`src/rtl/cpu_types_pkg.sv`:
```
`default_nettype none
// ============================================================================
// Module      : cpu_types_pkg
// Description : Basic datapath word and register-index types shared by the
//               pipeline stages of the five-stage MIPS core.
// Revision    : 1.0 - initial release
// ============================================================================
package cpu_types_pkg;

    localparam int WORD_W = 32;
    localparam int REG_W  = 5;

    typedef logic [WORD_W-1:0] word_t;
    typedef logic [REG_W-1:0]  regbits_t;

endpackage : cpu_types_pkg
`default_nettype wire

```
`src/rtl/data_path_muxs_pkg.sv`:
```
`default_nettype none
// ============================================================================
// Module      : data_path_muxs_pkg
// Description : Shared datapath definitions: the EX/MEM data-memory request
//               state encoding and a small helper for memory-op decode.
// Revision    : 1.0 - initial release
// ============================================================================
package data_path_muxs_pkg;

    // Data-memory request sequencing in the EX/MEM register
    typedef enum logic [1:0] {
        IDLE = 2'd0,
        REQ  = 2'd1,
        DONE = 2'd2
    } ex_mem_state_t;

    // An op needs the data memory when it reads or writes it
    function automatic logic is_mem_op(input logic ren, input logic wen);
        return ren | wen;
    endfunction

endpackage : data_path_muxs_pkg
`default_nettype wire

```
`src/rtl/dmem_req_fsm.sv`:
```
`default_nettype none
// ============================================================================
// Module      : dmem_req_fsm
// Description : Data-memory request sequencer for the EX/MEM register.
//               Holds a load/store request until dhit, stalls upstream while
//               the access is outstanding, and defers a flush that arrives
//               mid-access until the access has completed.
// Revision    : 1.0 - initial release
// ============================================================================
module dmem_req_fsm
    import data_path_muxs_pkg::*;
(
    input  logic CLK,
    input  logic RST,
    input  logic dREN,          // read request of the op being captured
    input  logic dWEN,          // write request of the op being captured
    input  logic dhit,
    input  logic capture,       // new op enters EX/MEM this edge
    input  logic flush,         // raw flush request from the hazard unit
    output logic ready,         // register may capture or flush this cycle
    output logic mem_busy,
    output logic dmemREN,
    output logic dmemWEN,
    output logic load_strobe,   // latch load data this edge
    output logic clear_strobe   // clear pipeline control fields this edge
);

    ex_mem_state_t r_state;
    ex_mem_state_t w_state_next;
    logic          r_pend_flush;
    logic          w_pend_flush_next;
    logic          r_ren;
    logic          r_wen;
    logic          w_in_req;

    assign w_in_req = (r_state == REQ);
    assign ready    = ~w_in_req;
    assign mem_busy = w_in_req & ~dhit;
    assign dmemREN  = w_in_req & r_ren;
    assign dmemWEN  = w_in_req & r_wen;

    // State, deferred-flush flag and the request type of the captured op
    always_ff @(posedge CLK) begin
        if (RST) begin
            r_state      <= IDLE;
            r_pend_flush <= 1'b0;
            r_ren        <= 1'b0;
            r_wen        <= 1'b0;
        end else begin
            r_state      <= w_state_next;
            r_pend_flush <= w_pend_flush_next;
            if (capture && !w_in_req) begin
                r_ren <= dREN;
                r_wen <= dWEN;
            end else if (clear_strobe) begin
                r_ren <= 1'b0;
                r_wen <= 1'b0;
            end
        end
    end

    // Next state plus the load/clear strobes for the parent registers
    always_comb begin
        w_state_next      = r_state;
        w_pend_flush_next = r_pend_flush;
        load_strobe       = 1'b0;
        clear_strobe      = 1'b0;
        case (r_state)
            IDLE, DONE: begin
                // DONE lasts exactly one cycle and otherwise acts as IDLE
                if (flush) begin
                    clear_strobe = 1'b1;
                    w_state_next = IDLE;
                end else if (capture && is_mem_op(dREN, dWEN)) begin
                    w_state_next = REQ;
                end else begin
                    w_state_next = IDLE;
                end
            end
            REQ: begin
                if (dhit) begin
                    load_strobe = r_ren;
                    // A flush seen during the access takes effect only now,
                    // so a store is never abandoned halfway.
                    if (r_pend_flush || flush) begin
                        clear_strobe      = 1'b1;
                        w_pend_flush_next = 1'b0;
                        w_state_next      = IDLE;
                    end else begin
                        w_state_next = DONE;
                    end
                end else if (flush) begin
                    w_pend_flush_next = 1'b1;
                end
            end
            default: begin
                w_state_next      = IDLE;
                w_pend_flush_next = 1'b0;
            end
        endcase
    end

endmodule : dmem_req_fsm
`default_nettype wire

```
`src/rtl/ex_mem_reg.sv`:
```
`default_nettype none
// ============================================================================
// Module      : ex_mem_reg
// Description : EX/MEM pipeline register of the five-stage MIPS datapath.
//               Captures execute results/control, issues the data-memory
//               request and returns registered results and load data.
//               Optional macro EX_MEM_ACCESS_COUNT_EN adds load/store
//               completion counters (load_count, store_count).
// Revision    : 1.0 - initial release
// ============================================================================
module ex_mem_reg
    import cpu_types_pkg::*;
(
    input  logic     CLK,
    input  logic     RST,
    input  logic     enable_EX_MEM,
    input  logic     flush_EX_MEM,
    input  logic     dREN_ID_EX,
    input  logic     dWEN_ID_EX,
    input  logic     WEN_ID_EX,
    input  logic     halt_ID_EX,
    input  regbits_t wsel_EX,
    input  word_t    alu_out_EX,
    input  word_t    rdat2_EX,
    input  word_t    npc_EX,
    input  logic     dhit,
    input  word_t    dmemload,
    output logic     dmemREN,
    output logic     dmemWEN,
    output word_t    dmemaddr,
    output word_t    dmemstore,
    output logic     mem_busy,
    output logic     dREN_EX_MEM,
    output logic     WEN_EX_MEM,
    output logic     halt_EX_MEM,
    output regbits_t wsel_EX_MEM,
    output word_t    alu_out_EX_MEM,
    output word_t    load_data_EX_MEM,
    output word_t    npc_EX_MEM
`ifdef EX_MEM_ACCESS_COUNT_EN
    ,
    output word_t    load_count,
    output word_t    store_count
`endif
);

    logic w_ready;
    logic w_capture;
    logic w_load_strobe;
    logic w_clear_strobe;

    // Enable is honoured only outside REQ; flush always wins over enable
    assign w_capture = enable_EX_MEM & ~flush_EX_MEM & w_ready;
    assign dmemaddr  = alu_out_EX_MEM;

    dmem_req_fsm u_dmem_req_fsm (
        .CLK          (CLK),
        .RST          (RST),
        .dREN         (dREN_ID_EX),
        .dWEN         (dWEN_ID_EX),
        .dhit         (dhit),
        .capture      (w_capture),
        .flush        (flush_EX_MEM),
        .ready        (w_ready),
        .mem_busy     (mem_busy),
        .dmemREN      (dmemREN),
        .dmemWEN      (dmemWEN),
        .load_strobe  (w_load_strobe),
        .clear_strobe (w_clear_strobe)
    );

    // Control fields: captured, cleared by a bubble; halt is sticky to RST
    always_ff @(posedge CLK) begin
        if (RST) begin
            dREN_EX_MEM <= 1'b0;
            WEN_EX_MEM  <= 1'b0;
            halt_EX_MEM <= 1'b0;
            wsel_EX_MEM <= '0;
        end else if (w_capture) begin
            dREN_EX_MEM <= dREN_ID_EX;
            WEN_EX_MEM  <= WEN_ID_EX;
            halt_EX_MEM <= halt_EX_MEM | halt_ID_EX;
            wsel_EX_MEM <= wsel_EX;
        end else if (w_clear_strobe) begin
            dREN_EX_MEM <= 1'b0;
            WEN_EX_MEM  <= 1'b0;
            wsel_EX_MEM <= '0;
        end
    end

    // Data fields: loaded on capture and held through bubbles
    always_ff @(posedge CLK) begin
        if (RST) begin
            alu_out_EX_MEM <= '0;
            npc_EX_MEM     <= '0;
            dmemstore      <= '0;
        end else if (w_capture) begin
            alu_out_EX_MEM <= alu_out_EX;
            npc_EX_MEM     <= npc_EX;
            dmemstore      <= rdat2_EX;
        end
    end

    // Load data is taken from memory on the completing dhit edge only
    always_ff @(posedge CLK) begin
        if (RST) begin
            load_data_EX_MEM <= '0;
        end else if (w_load_strobe) begin
            load_data_EX_MEM <= dmemload;
        end
    end

`ifdef EX_MEM_ACCESS_COUNT_EN
    logic w_store_done;

    // A store completes on the dhit edge of its own request
    assign w_store_done = dmemWEN & dhit;

    // Completed-access counters, free-running with natural wrap
    always_ff @(posedge CLK) begin
        if (RST) begin
            load_count  <= '0;
            store_count <= '0;
        end else begin
            if (w_load_strobe) begin
                load_count <= load_count + 32'd1;
            end
            if (w_store_done) begin
                store_count <= store_count + 32'd1;
            end
        end
    end
`endif

endmodule : ex_mem_reg
`default_nettype wire

```
`config.mk`:
```
export PLATFORM = sky130hd
export DESIGN_NAME = ex_mem_reg
export DESIGN_NICKNAME = d
export VERILOG_FILES = /design/src/rtl/cpu_types_pkg.sv /design/src/rtl/data_path_muxs_pkg.sv /design/src/rtl/dmem_req_fsm.sv /design/src/rtl/ex_mem_reg.sv
export SDC_FILE = /design/constraint.sdc
export NUM_CORES = 1
export LEC_CHECK = 0
export ABC_AREA = 1
export BUFFER_PORTS_ARGS = -buffer_cell sky130_fd_sc_hd__buf_2
export CORE_AREA = 2 2 120 122
export DETAILED_ROUTE_END_ITERATION = 6
export DIE_AREA = 0 0 122 124
export PLACE_DENSITY_LB_ADDON = 0.15
export SLEW_MARGIN = 20
export SYNTH_ARGS = -nofsm -noshare
export SYNTH_HDL_FRONTEND = slang
export SYNTH_SLANG_ARGS = --single-unit
```
`constraint.sdc`:
```
create_clock -name CLK -period 1.4 [get_ports CLK]
set_input_delay 0.14 -clock CLK [delete_from_list [all_inputs] [get_ports CLK]]
set_output_delay 0.14 -clock CLK [all_outputs]
set_load 0.01 [all_outputs]
```
; ---- Yosys cells after proc, flatten, opt, wreduce, memory -nomap -nowiden
; Index checks and enable logic that the tools add are counted.
[totals]
ff_bits = 141
inputBits = 142
output_inout_bits = 171
elab_cells = 59
[op_classes]
eq_ne = 5
muxes = 22
bitwise_logic = 11
n_reduce_logical = 9
[op_table]
columns = cell, n
row1 = $mux W1, 14
row2 = $mux W5, 2
row3 = $mux W2, 3
row4 = $ne A3 B3 Y1 const B, 2
row5 = $and A1 B1 Y1, 5
row6 = $not A1 Y1, 4
row7 = $pmux W1 S2, 2
row8 = $pmux W2 S2, 1
row9 = $reduce_bool A2 Y1, 2
row10 = $reduce_and A3 Y1, 1
row11 = $eq A2 B1 Y1 const B, 1
row12 = $eq A2 B2 Y1 const B, 1
row13 = $logic_and A1 B1 Y1, 2
row14 = $logic_not A2 Y1, 1
row15 = $ne A2 B2 Y1 const B, 1
row16 = $or A1 B1 Y1, 2
row17 = $reduce_or A2 Y1, 1
row18 = $logic_not A1 Y1, 1
row19 = $logic_or A1 B1 Y1, 1

; ---- Longest topological paths before layout
[depth]
word_depth = 7
mapped_depth = 9

; ---- Modules after synthesis
; From an unflattened synthesis, not the netlist that was laid out.
[hier_totals]
cells_unflattened = 664
area_unflattened_um2 = 5233.8
[modules_own_cells]
columns = module, instances, cells_per_inst, area_each_um2, seq_area_each_um2
row1 = ex_mem_reg, 1, 626, 4958.5, 2722.6
row2 = dmem_req_fsm, 1, 38, 275.3, 100.1

; ---- Least setup slack after synthesis
; OpenSTA, ideal clock, no wires.
[synth_timing]
path_type = register to register
start = register u_dmem_req_fsm.r_ren
end = register load_data_EX_MEM[10]
setup_time_ns = 0.116
arrival_time_ns = 1.093
slack_ns = 0.191
stages_incl_launch_ff = 7
n_path_buf = 1
synth_period_minus_slack_ns = 1.209
cell_sequence = dfxtp_1 -> inv_1 -> nor3_4 -> inv_1 -> buf_6 -> nor2_1 -> nor2_1
[synth_between]
elab_chain_len = 2
[synth_rtl]
columns = element, line
row1 = "start, declared", dmem_req_fsm.sv:32  ; logic r_ren;
row2 = "start signal, assigned", dmem_req_fsm.sv:53  ; r_ren <= dREN;
row3 = $mux W1, dmem_req_fsm.sv:81  ; if (dhit) begin
row4 = $mux W1, dmem_req_fsm.sv:68  ; case (r_state)
row5 = "end signal, assigned", ex_mem_reg.sv:109  ; load_data_EX_MEM <= dmemload;
row6 = "end, declared", ex_mem_reg.sv:38  ; output word_t load_data_EX_MEM,
; Every way passes these cells.
; A chain may end at the register's enable or synchronous reset.

; ---- Worst setup path after layout
[layout_timing]
start = register u_dmem_req_fsm.r_ren
end = register load_data_EX_MEM[13]
; The elaborated chain is that of the path after synthesis.

==> flow_summary.ini <==
[sta]
fin_crit_sh = 0.923
relSlewSlack = 0.772
finalMaxSlewViolations = 0
finalCriticalPeriod_ns = 1.29
tightest_slew_ns = 0.341
finalSetupViolCount = 0
rsz0062_at_grt = no
hold_violations = 0
skew_ns = 0.00588
tns_ns = 0
fmax_mhz = 774

[setup_path]
timing.rr.start = u_dmem_req_fsm.r_ren
critPathMaxFanout = 32
path_delay_family = buffers and inverters
crit_buf_inv = 2
critPathKind = reg2reg
cp.arrival_ns = 1.64
worstPathCellList = inv_1 -> nor3_4 -> buf_4 -> o21ai_0 -> nor2_1
crit_cells = 5
reg2reg_slack_ns = 0.11
crit_start = u_dmem_req_fsm.r_ren
required_ns = 1.75
r2r_cells = 5
slowest_delay_ns = 0.34
cp-endpoint = load_data_EX_MEM[13]
crit_path_end_kind = register
r2r-end = load_data_EX_MEM[13]
crit_slowest_cell = dfxtp_1
start_kind = register

[finish]
seq_area_sq_um = 2800
multi_input_area_sq_um = 1840
nets = 1203
mostFrequentLayoutCell = buf_2
drive_above_1_share = 0.340
final_cells = 1254
nFillCells = 1211
antenna_cells = 0
final_cell_mix = 311 x buf_2, 261 x nor2_1, 139 x dfxtp_1
post-route-util = 0.625
area_growth_pct = 65.7

[floorplan]
start_util = 0.377
dieArea_sq_um = 15100
coreArea_sq_um = 13700
io_pins = 313
dieHeight_um = 124
die_w_um = 122
rows = 43

[status]
status = finished clean

[clock_network]
clock_path_buffers = 2
clk_latency_ns = 0.42
clock_sinks = 140
cts_buffers = 17
cts_root_buffer = clkbuf_16
cts_tree = built
htree_levels = 4
path_clk_slew_ns = 0.06

[yosys]
avgSynthCellArea_sq_um = 7.89
synthTopCellsByArea = dfxtp_1 54%, nor2_1 19%, o21ai_0 12%
syn_area_sq_um = 5180
syn_nets = 798
synth_area_leader_cell = dfxtp_1
synth_top_area_share = 0.541
seq_area_frac_synth = 0.541
yosysWarnings = 0
ys_seq_elements = 140
netlist_instances = 656
synth.distinct_cells = 19

[global_route]
met2_usage = 0.389
grt_use_met1 = 0.243
grt_max_degree = 86
grt_pass1_vias = 5328
gr-max-usage-layer = met2
antenna_found_initial = 0
grt_util_met3 = 0.0710
gr-total-overflow = 0
grt_first_pass_wirelength_um = 26000
grt.total_usage = 0.219

[pwr]
switching_share = 0.251
power_switching_uw = 2550
p_int_uw = 7640
worst_ir_drop_vdd_mv = 0.770
powerDensity_nw_per_um2 = 1190
clkPwrFrac = 0.428
leakagePower_uw = 0.00427
seq_power_share = 0.425
pwr-share-comb = 0.148

[drt]
drcViolationCount = 0
ant_nets = 0
drtIter0Drc = 223
viasPerCell = 4.52
vias = 5663
wirelength_um = 17100
routedWlPerCell_um = 13.6
drtPass1Iterations = 4

[place]
dp_hpwl_um = 10600
place_congestion = 0.737
port_buffers = 312
placed_cells = 1088

[run]
drv_cap = 0

[worst_hold_path]
hp-class = in2reg
## stage by stage
| stage | hold WS (ns) | power (uW) | worst slack [ns] | cell area [sq um] |
|---|---|---|---|---|
| after floorplan | 0.275 | 5100 | 0.191 | 5180 |
| after global placement | 0.360 | 5590 | 0.104 | 6640 |
| after detailed placement | 0.369 | 5600 | 0.0610 | 6640 |
| after CTS | 0.00689 | 10300 | 0.0220 | 8570 |
| after global routing | 0.0266 | 10600 | 0.00391 | 8570 |
| final | 0.0136 | 10200 | 0.107 | 8570 |
## flip-flops by register name, summed over array words and instances, names as in the netlist
| signal | cells |
|---|---|
| u_dmem_req_fsm.r_wen | 1 |
| WEN_EX_MEM | 1 |
| dmemstore | 32 |
| load_data_EX_MEM | 32 |
| u_dmem_req_fsm.r_ren | 1 |
| alu_out_EX_MEM | 32 |
| u_dmem_req_fsm.r_state | 2 |
| halt_EX_MEM | 1 |
| npc_EX_MEM | 32 |
| u_dmem_req_fsm.r_pend_flush | 1 |
| wsel_EX_MEM | 5 |
## logic make-up (layout without fill, tap and decap cells)
logic type,after synthesis,in the layout,share of synthesized area
buf+inv,88,506,0.105
simple gates,288,288,0.218
flops,140,140,0.541
compound gates,140,140,0.136
## power groups by stage
| stage | clock [uW] | sequential (uW) | combinational (uW) |
|---|---|---|---|
| after global routing | 4620 | 4350 | 1670 |
| after detailed placement | 0 | 4410 | 1190 |
| after CTS | 4460 | 4330 | 1490 |
| after floorplan | 0 | 4510 | 589 |
| after global placement | 0 | 4400 | 1190 |
| final | 4360 | 4330 | 1500 |
## worst register-to-register path, cell delays in order, from the launching register on
cell and delay (ns):
dfxtp_1 0.34, inv_1 0.09, nor3_4 0.20, buf_4 0.31
o21ai_0 0.16, nor2_1 0.13
## synthesized netlist by cell type
cell / count
nand2_1: 12
nand2_4: 2
buf_6: 10
nand3b_1: 1
nor3_4: 1
clkbuf_1: 19
nor2_1: 262
o21ai_0: 122
buf_2: 13
nand3_1: 8
o21ai_1: 7
buf_4: 32
inv_2: 1
inv_1: 13
nor2_2: 1
a21oi_2: 1
dfxtp_1: 140
nor4_1: 1
a21oi_1: 10
## worst min path at each step
stage / start / cells past startpoint / slack, ns / end
floorplan: dmemload[10] / 2 / 0.27 / load_data_EX_MEM[10]
global placement: dmemload[19] / 3 / 0.36 / load_data_EX_MEM[19]
detailed placement: dmemload[4] / 3 / 0.37 / load_data_EX_MEM[4]
CTS: alu_out_EX[27] / 3 / 0.007 / alu_out_EX_MEM[27]
global route: flush_EX_MEM / 3 / 0.03 / u_dmem_req_fsm.r_pend_flush
finish: alu_out_EX[27] / 3 / 0.01 / alu_out_EX_MEM[27]
## per-layer routing
layer / wire [um] / vias to the layer above / part of all wire
li1: - / 2869 / -
met1: 6720 / 2526 / 0.39
met2: 8490 / 235 / 0.50
met3: 1470 / 33 / 0.086
met4: 393 / 0 / 0.023
met5: 0 / - / 0
## what timing repair did
action	CTS	global route
pin swaps	2	0
gates resized for setup	6	5
buffers inserted	1	0
hold buffers	134	0
hold endpoints to repair	134	0
endpoints found under the setup margin	1	55
## layout make-up
type / count / share of cell area
sequential: 140 / 0.327
timing repair buffer: 460 / 0.360
tap: 180 / 0.0263
inverter: 14 / 0.00627
multi-input combinational: 428 / 0.215
clock buffer: 21 / 0.0525
clock inverter: 11 / 0.0139
Power figures use the tool's default switching activity.
